### src/rtl/idelay_tap_ctrl.sv
// Run-time tap controller for an IDELAYE2 in VAR_LOAD mode, gated by IDELAYCTRL RDY.
// Optional readback check of CNTVALUEOUT against the expected tap: define TAP_VERIFY_EN.
module idelay_tap_ctrl #(
    parameter int TAP_W      = 5,
    parameter int INIT_TAP   = 0,
    parameter int SETTLE_CYC = 4
) (
    input  logic             clki,
    input  logic             rsti,
    input  logic             dly_rdy,
    input  logic             req_valid,
    output logic             req_ready,
    input  logic [1:0]       req_op,
    input  logic [TAP_W-1:0] req_val,
    output logic             dly_ld,
    output logic             dly_ce,
    output logic             dly_inc,
    output logic [TAP_W-1:0] dly_cntin,
    input  logic [TAP_W-1:0] dly_cntout,
    output logic [TAP_W-1:0] tap_cur,
    output logic             done,
    output logic             sat,
    output logic             err
);

    localparam logic [2:0] WAIT_RDY = 3'd0;
    localparam logic [2:0] INIT_LD  = 3'd1;
    localparam logic [2:0] IDLE     = 3'd2;
    localparam logic [2:0] PULSE    = 3'd3;
    localparam logic [2:0] SETTLE   = 3'd4;
    localparam logic [2:0] CHECK    = 3'd5;

    localparam logic [TAP_W-1:0] TAP_MAX   = '1;
    localparam logic [TAP_W-1:0] TAP_INIT  = TAP_W'(INIT_TAP);
    localparam logic [7:0]       SETTLE_LAST = 8'(SETTLE_CYC - 1);

    localparam logic [1:0] OP_LD  = 2'b00;
    localparam logic [1:0] OP_INC = 2'b01;
    localparam logic [1:0] OP_DEC = 2'b10;

    logic       rdy_m, rdy_s;
    logic [2:0] state, nxt;
    logic [7:0] cnt;
    logic       accept;

    always_ff @(posedge clki or negedge rsti) begin
        if (!rsti) begin
            rdy_m <= 1'b0;
            rdy_s <= 1'b0;
        end else begin
            rdy_m <= dly_rdy;
            rdy_s <= rdy_m;
        end
    end

    assign req_ready = (state == IDLE) && rdy_s;
    assign accept    = req_valid && req_ready;

    always_comb begin
        nxt = state;
        case (state)
            WAIT_RDY: if (rdy_s) nxt = INIT_LD;
            INIT_LD:  nxt = SETTLE;
            IDLE:     if (accept) nxt = PULSE;
            PULSE:    nxt = SETTLE;
            SETTLE:   if (cnt == SETTLE_LAST) nxt = CHECK;
            CHECK:    nxt = IDLE;
            default:  nxt = WAIT_RDY;
        endcase
        // Losing RDY anywhere past WAIT_RDY drops the operation; INIT_LD reloads on return.
        if (state != WAIT_RDY && !rdy_s) nxt = WAIT_RDY;
    end

    always_ff @(posedge clki or negedge rsti) begin
        if (!rsti) begin
            state     <= WAIT_RDY;
            cnt       <= '0;
            dly_ld    <= 1'b0;
            dly_ce    <= 1'b0;
            dly_inc   <= 1'b0;
            dly_cntin <= TAP_INIT;
            tap_cur   <= TAP_INIT;
            done      <= 1'b0;
            sat       <= 1'b0;
        end else begin
            state   <= nxt;
            cnt     <= (state == SETTLE) ? cnt + 8'd1 : 8'd0;
            dly_ld  <= 1'b0;
            dly_ce  <= 1'b0;
            dly_inc <= 1'b0;
            done    <= (nxt == CHECK);
            if (nxt == INIT_LD) begin
                dly_ld    <= 1'b1;
                dly_cntin <= TAP_INIT;
                tap_cur   <= TAP_INIT;
            end
            if (accept) begin
                case (req_op)
                    OP_LD: begin
                        dly_ld    <= 1'b1;
                        dly_cntin <= req_val;
                        tap_cur   <= req_val;
                        sat       <= 1'b0;
                    end
                    OP_INC: begin
                        if (tap_cur != TAP_MAX) begin
                            dly_ce  <= 1'b1;
                            dly_inc <= 1'b1;
                            tap_cur <= tap_cur + 1'b1;
                        end else begin
                            sat <= 1'b1;
                        end
                    end
                    OP_DEC: begin
                        if (tap_cur != '0) begin
                            dly_ce  <= 1'b1;
                            tap_cur <= tap_cur - 1'b1;
                        end else begin
                            sat <= 1'b1;
                        end
                    end
                    default: ;
                endcase
            end
`ifdef TAP_VERIFY_EN
            // Readback is sampled on the last settle cycle so err/tap_cur line up with done.
            if (nxt == CHECK && dly_cntout != tap_cur) tap_cur <= dly_cntout;
`endif
        end
    end

`ifdef TAP_VERIFY_EN
    always_ff @(posedge clki or negedge rsti) begin
        if (!rsti)                                      err <= 1'b0;
        else if (nxt == INIT_LD)                        err <= 1'b0;
        else if (nxt == CHECK && dly_cntout != tap_cur) err <= 1'b1;
    end
`else
    logic unused_cntout;
    assign unused_cntout = ^dly_cntout;
    assign err = 1'b0;
`endif

endmodule

### config.mk
export PLATFORM = sky130hd
export DESIGN_NAME = idelay_tap_ctrl
export DESIGN_NICKNAME = d
export VERILOG_FILES = /design/src/rtl/idelay_tap_ctrl.sv
export SDC_FILE = /design/constraint.sdc
export NUM_CORES = 1
export LEC_CHECK = 0
export ABC_AREA = 0
export CORE_ASPECT_RATIO = 0.9
export CORE_MARGIN = 2
export CORE_UTILIZATION = 45
export DETAILED_ROUTE_END_ITERATION = 7
export GPL_ROUTABILITY_DRIVEN = 0
export HOLD_SLACK_MARGIN = 0.08
export PLACE_DENSITY = 0.82
export SYNTH_ARGS = -nofsm -noshare
export SYNTH_HDL_FRONTEND = slang
export SYNTH_SLANG_ARGS = --single-unit
### constraint.sdc
create_clock -name clki -period 2.1 [get_ports clki]
set_clock_uncertainty 0.2 [all_clocks]
set_input_delay 0.525 -clock clki [delete_from_list [all_inputs] [get_ports clki]]
set_output_delay 0.525 -clock clki [all_outputs]
set_load 0.05 [all_outputs]
# Word level (Yosys, flattened, before mapping)
# Index checks and enable logic that the tools add are counted.
# word_totals
mem_bits_rw	0
ff_bits	28
inputBits	16
output_inout_bits	17
elab_cells	64
latchBits	0
mem_count	0
rom_bits	0
# classes
shifts	0
order_cmp	0
eq_ne	13
div	0
reduce_logical	11
n_bitwise	0
add_sub_neg	3
mul	0
mux	26
# ops
op	count
two-way mux 5 bit	7
one-hot mux 3 bit (5 select lines)	1
one-hot mux 5 bit (3 select lines)	1
two-way mux 3 bit	4
two-way mux 1 bit	10
== test 3 bit, second input constant	3
adder 8 x 1 -> 8 bit, second input constant	1
== test 8 x 2 -> 1 bit, second input constant	1
two-way mux 8 bit	1
== test 3 x 1 -> 1 bit, second input constant	2
== test 3 x 2 -> 1 bit, second input constant	2
nonzero test 3 bit	2
adder 5 x 1 -> 5 bit, second input constant	1
inequality test 5 bit, second input constant	1
nonzero test 5 bit	1
subtractor 5 x 1 -> 5 bit, second input constant	1
inequality test 2 bit, second input constant	2
AND reduction 4 bit	1
logical AND 1 bit	3
zero test 3 bit	1
one-hot mux 1 bit (3 select lines)	1
== test 2 x 1 -> 1 bit, second input constant	1
== test 2 bit, second input constant	1
zero test 2 bit	1
other kinds (3)	3

# Logic depth before layout (Yosys ltp)
# logic_depth
depth_word	11
mapped_depth	7
mapped_depth_nobuf	7

# Worst setup path before layout
# OpenSTA, ideal clock, no wires.
# synth_path
path_kind	flip-flop to flip-flop
from	register tap_cur[0]
to	register tap_cur[3]
arrival_ps	2062
setup_ps	122
synth_period_minus_slack_ps	2384
slack_ps	-284
path_stages_with_launch	8
t_required_ps	1778
path_buffers	0
path_cell_list	dfrtp_1 > ha_1 > and3_2 > ha_1 > and2b_2 > o21ai_0 > nand4_1 > a32o_1
# synth_between
elab_chain_len	4
elab_cells_between_ends	8
classes_between	2 x add/sub; 1 x eq/ne; 4 x mux; 1 x reduce/logical
# synth_lines
item	line	rtl
start: declaration	20	output logic [TAP_W-1:0] tap_cur,
start signal: assignment	102	tap_cur <= req_val;
start signal: assignment	109	tap_cur <= tap_cur + 1'b1;
start signal: assignment	117	tap_cur <= tap_cur - 1'b1;
subtractor 5 x 1 -> 5 bit (tied with other cells)	117	
two-way mux 5 bit (on tied branches)	115, 106	
one-hot mux 5 bit (3 select lines) *	98	case (req_op)
two-way mux 5 bit *	97	if (accept) begin
# Mark *: on every way between the ends. The rest lies on a longest branch, timed or not.
# A chain may end at the register's enable or synchronous reset.

# Worst setup path after layout
# layout_path
from	input req_op[1]
to	register sat
# layout_between
elab_chain_len	3
elab_cells_between_ends	8
classes_between	4 x eq/ne; 1 x mux; 3 x reduce/logical
# layout_lines
item	line	rtl
start: declaration	13	input logic [1:0] req_op,
== test 2 bit (tied with other cells)	98	
inequality test 2 bit (no line) or nonzero test 3 bit (tied branches)	--	
AND reduction 4 bit (no line)	--	
end signal: assignment	103	sat <= 1'b0;
end signal: assignment	111	sat <= 1'b1;
end signal: assignment	119	sat <= 1'b1;
end: declaration	22	output logic sat,
# Several ways; a longest one is shown, not always the timed one.

==> results.toml <==
[pwr]
p_sw_uw = 293.3
leakage_nw = 0.9228
power_density_mw_per_mm2 = 570.8
seqPwrFrac = 0.510
ir_worst_vdd_uv = 472.5
switching_share = 0.2594
p_int_uw = 837.2
clockPowerShare = 0.313
p_total_mw = 1.130
power_frac_comb = 0.177

[cells_and_area]
final_core_util = 0.6409
drive_gt1_frac = 0.3209
area_growth_syn_to_layout_pct = 34.84
layout_common_cells = "buf_4 (29), dfrtp_1 (22), nand3_1 (14), nor2_1 (11), nand2_1 (10)"
layout.cells.non_filler = 229
antennaDiodeCount = 0
nFillCells = 265
mostFrequentLayoutCell = "buf_4"
final_area_sq_mm = 0.001981
multi_input_area_sq_um = 765.7
nets = 212
seq_area_sq_um = 708.2

[yosys]
synth_nets = 169
yosysTopAreaCell = "dfrtp_1"
yosys_warnings = 0
synth_area_per_cell_sq_um = 10.13
synthFlopType = "dfrtp_1"
ys_seq_area_frac = 0.4770
synth_edf_count = 0
yosysTopAreaCellShare = 0.4770
ys_async_sr_fraction = 1.000
synth_seq_cells = 28
synth_cell_types = 39
synth_area_sq_mm = 0.001469
syn_inst = 145
synth_area_leaders = "dfrtp_1 (48%), ha_1 (6.8%), nand3_1 (4.8%)"

[clock_tree]
cts_buffers = 3
cts.sinks = 28
clock_latency_ns = 0.33
clockBufferDepth = 2
cts-root-buf = "clkbuf_4"
h-tree-depth = 1
cts_tree = "yes"
clk_pin_slew_worst_paths_ns = 0.15

[floorplanning]
dieHeight_um = 58.20
die_w_um = 64.23
start_util = 0.4753
die_area_sq_mm = 0.003738
coreArea_sq_mm = 0.003090
rows = 19
io_pins = 33

[timing]
setup_tns_ns = 0
slew_headroom = 0.5475
fin_hold_ws_ns = 0.1667
rsz0062_at_grt = "true"
hold_viol_final = 0
worst_pin_slew_ns = 0.6693
slew_violations = 0
fin_ws_ns = 0.03202
fmax_mhz = 483.6
finalSetupViolCount = 0
period_needed_ns = 2.068
fin_crit_sh = 0.9848

[route]
drt-wirelength-per-cell_um = 14.54
ant_nets = 0
dr.first_iter.drc_count = 46
wl_mm = 3.330
routed-via-count = 1249
dr.pass1.iters = 4
drc = 0
vias_per_cell = 5.454

[worst_setup_path]
start_kind = "input pin"
slowest_stage = "clkdlybuf4s50_1"
path_depth = 7
critPathBufInv = 2
cp.arrival_ns = 2.11
rr_worst_depth = 7
path_max_fanout = 5
path_class = "input pin to register"
end_kind = "register"
crit_required_ns = 2.14
critical_path.max_stage_delay_ns = 0.51
crit_chain = "clkdlybuf4s50_1 -> inv_1 -> ha_2 -> and2b_2 -> a21oi_4 -> nand2_2 -> mux2_4"
path_delay_family = "buffers and inverters"

[placed_design]
io_buffers = 26
dp.cells = 223
hpwl_mm = 2.434
pre_cts_ws_ns = -0.3690
post_dp_cell_area_sq_mm = 0.001879

[grt]
grt_pass1_wl_mm = 5.540
grt_max_degree = 29
grt_pass1_vias = 1268
antenna_found_initial = 0
track_usage = 0.1902
grt_overflow = 0

[min_path]
hold_path_depth = 0
hp-class = "register to register"

[run_status]
outcome = "complete, no violations"

[run]
drv_cap = 0
## logic make-up (layout without fill, tap and decap cells)
logic type               Yosys count  after routing  synth area share
AO/OA/AOI/OAI                     27             27            0.1295
XOR/XNOR                           7              7           0.04174
adder cells (fa/ha/maj)            8              8           0.06815
buffers and inverters             14             56           0.04088
flip-flops                        28             28            0.4770
multiplexers                       1              1           0.01022
other                              1              1          0.002553
AND/OR/NAND/NOR                   59             59            0.2300
## path summary, 6_finish.rpt
check                                          start                    to  slack [ns]
worst max-delay path                       req_op[1]       sat$_DFFE_PN0P_        0.03
worst min-delay path                 rdy_m$_DFF_PN0_       rdy_s$_DFF_PN0_        0.17
worst max register to register  tap_cur[1]$_DFF_PN0_       sat$_DFFE_PN0P_        0.03
worst min register to register       rdy_m$_DFF_PN0_       rdy_s$_DFF_PN0_        0.17
max in group asynchronous                       rsti    state[2]$_DFF_PN0_        1.07
min in group asynchronous                       rsti  tap_cur[3]$_DFF_PN0_        0.35
## area by class of cell
type	instances	area share
multi-input cells	103	0.3866
flip-flops and latches	28	0.3575
repair buffers	41	0.1819
well taps	42	0.02653
inverters	11	0.02085
clock inverters	1	0.01516
clock buffers	3	0.01137
## worst reg2reg max path, stage by stage, from the launching register on
cell	delay, ns
dfrtp_2	0.47
ha_4	0.16
and3_4	0.19
ha_4	0.13
and2b_2	0.27
a21oi_4	0.18
nand2_2	0.07
mux2_4	0.29
## state kept, by name (all words and copies together), names as in the netlist
name / flops
dly_ld: 1
done: 1
dly_cntin: 5
cnt: 8
dly_ce: 1
dly_inc: 1
rdy_m: 1
sat: 1
tap_cur: 5
rdy_s: 1
state: 3
## Yosys cell counts, types with 3 or more instances
cell type,instances
nor4b_1,3
ha_1,8
dfrtp_1,28
and3_1,3
nor2_1,11
a22o_1,4
a21oi_1,3
nand3_1,14
nand3b_1,3
nand2b_1,3
inv_1,11
a31oi_1,3
o21ai_0,8
xor2_1,5
nand2_1,10
## per-layer routing
layer,vias to the layer above,part of all wire,GRT usage
met3,5,0.059,0.04660
li1,594,-,-
met2,47,0.51,0.3348
met4,0,0.018,0.05471
met1,603,0.42,0.2345
met5,-,0,0
## power groups by stage
stage	clock, mW	combinational (mW)	sequential [mW]
finish	0.354	0.200	0.576
CTS	0.364	0.191	0.577
detailed placement	0	0.185	0.587
global route	0.385	0.217	0.581
global placement	0	0.181	0.585
floorplan	0	0.0785	0.610
## timing repair
item                                    CTS  global route
gates resized for setup                   2            10
setup buffers                             0             2
endpoints found under the setup margin    2             6
pin swaps                                 0             3
hold buffers                              0             0
Note: power is estimated with default switching activity, not from simulation.
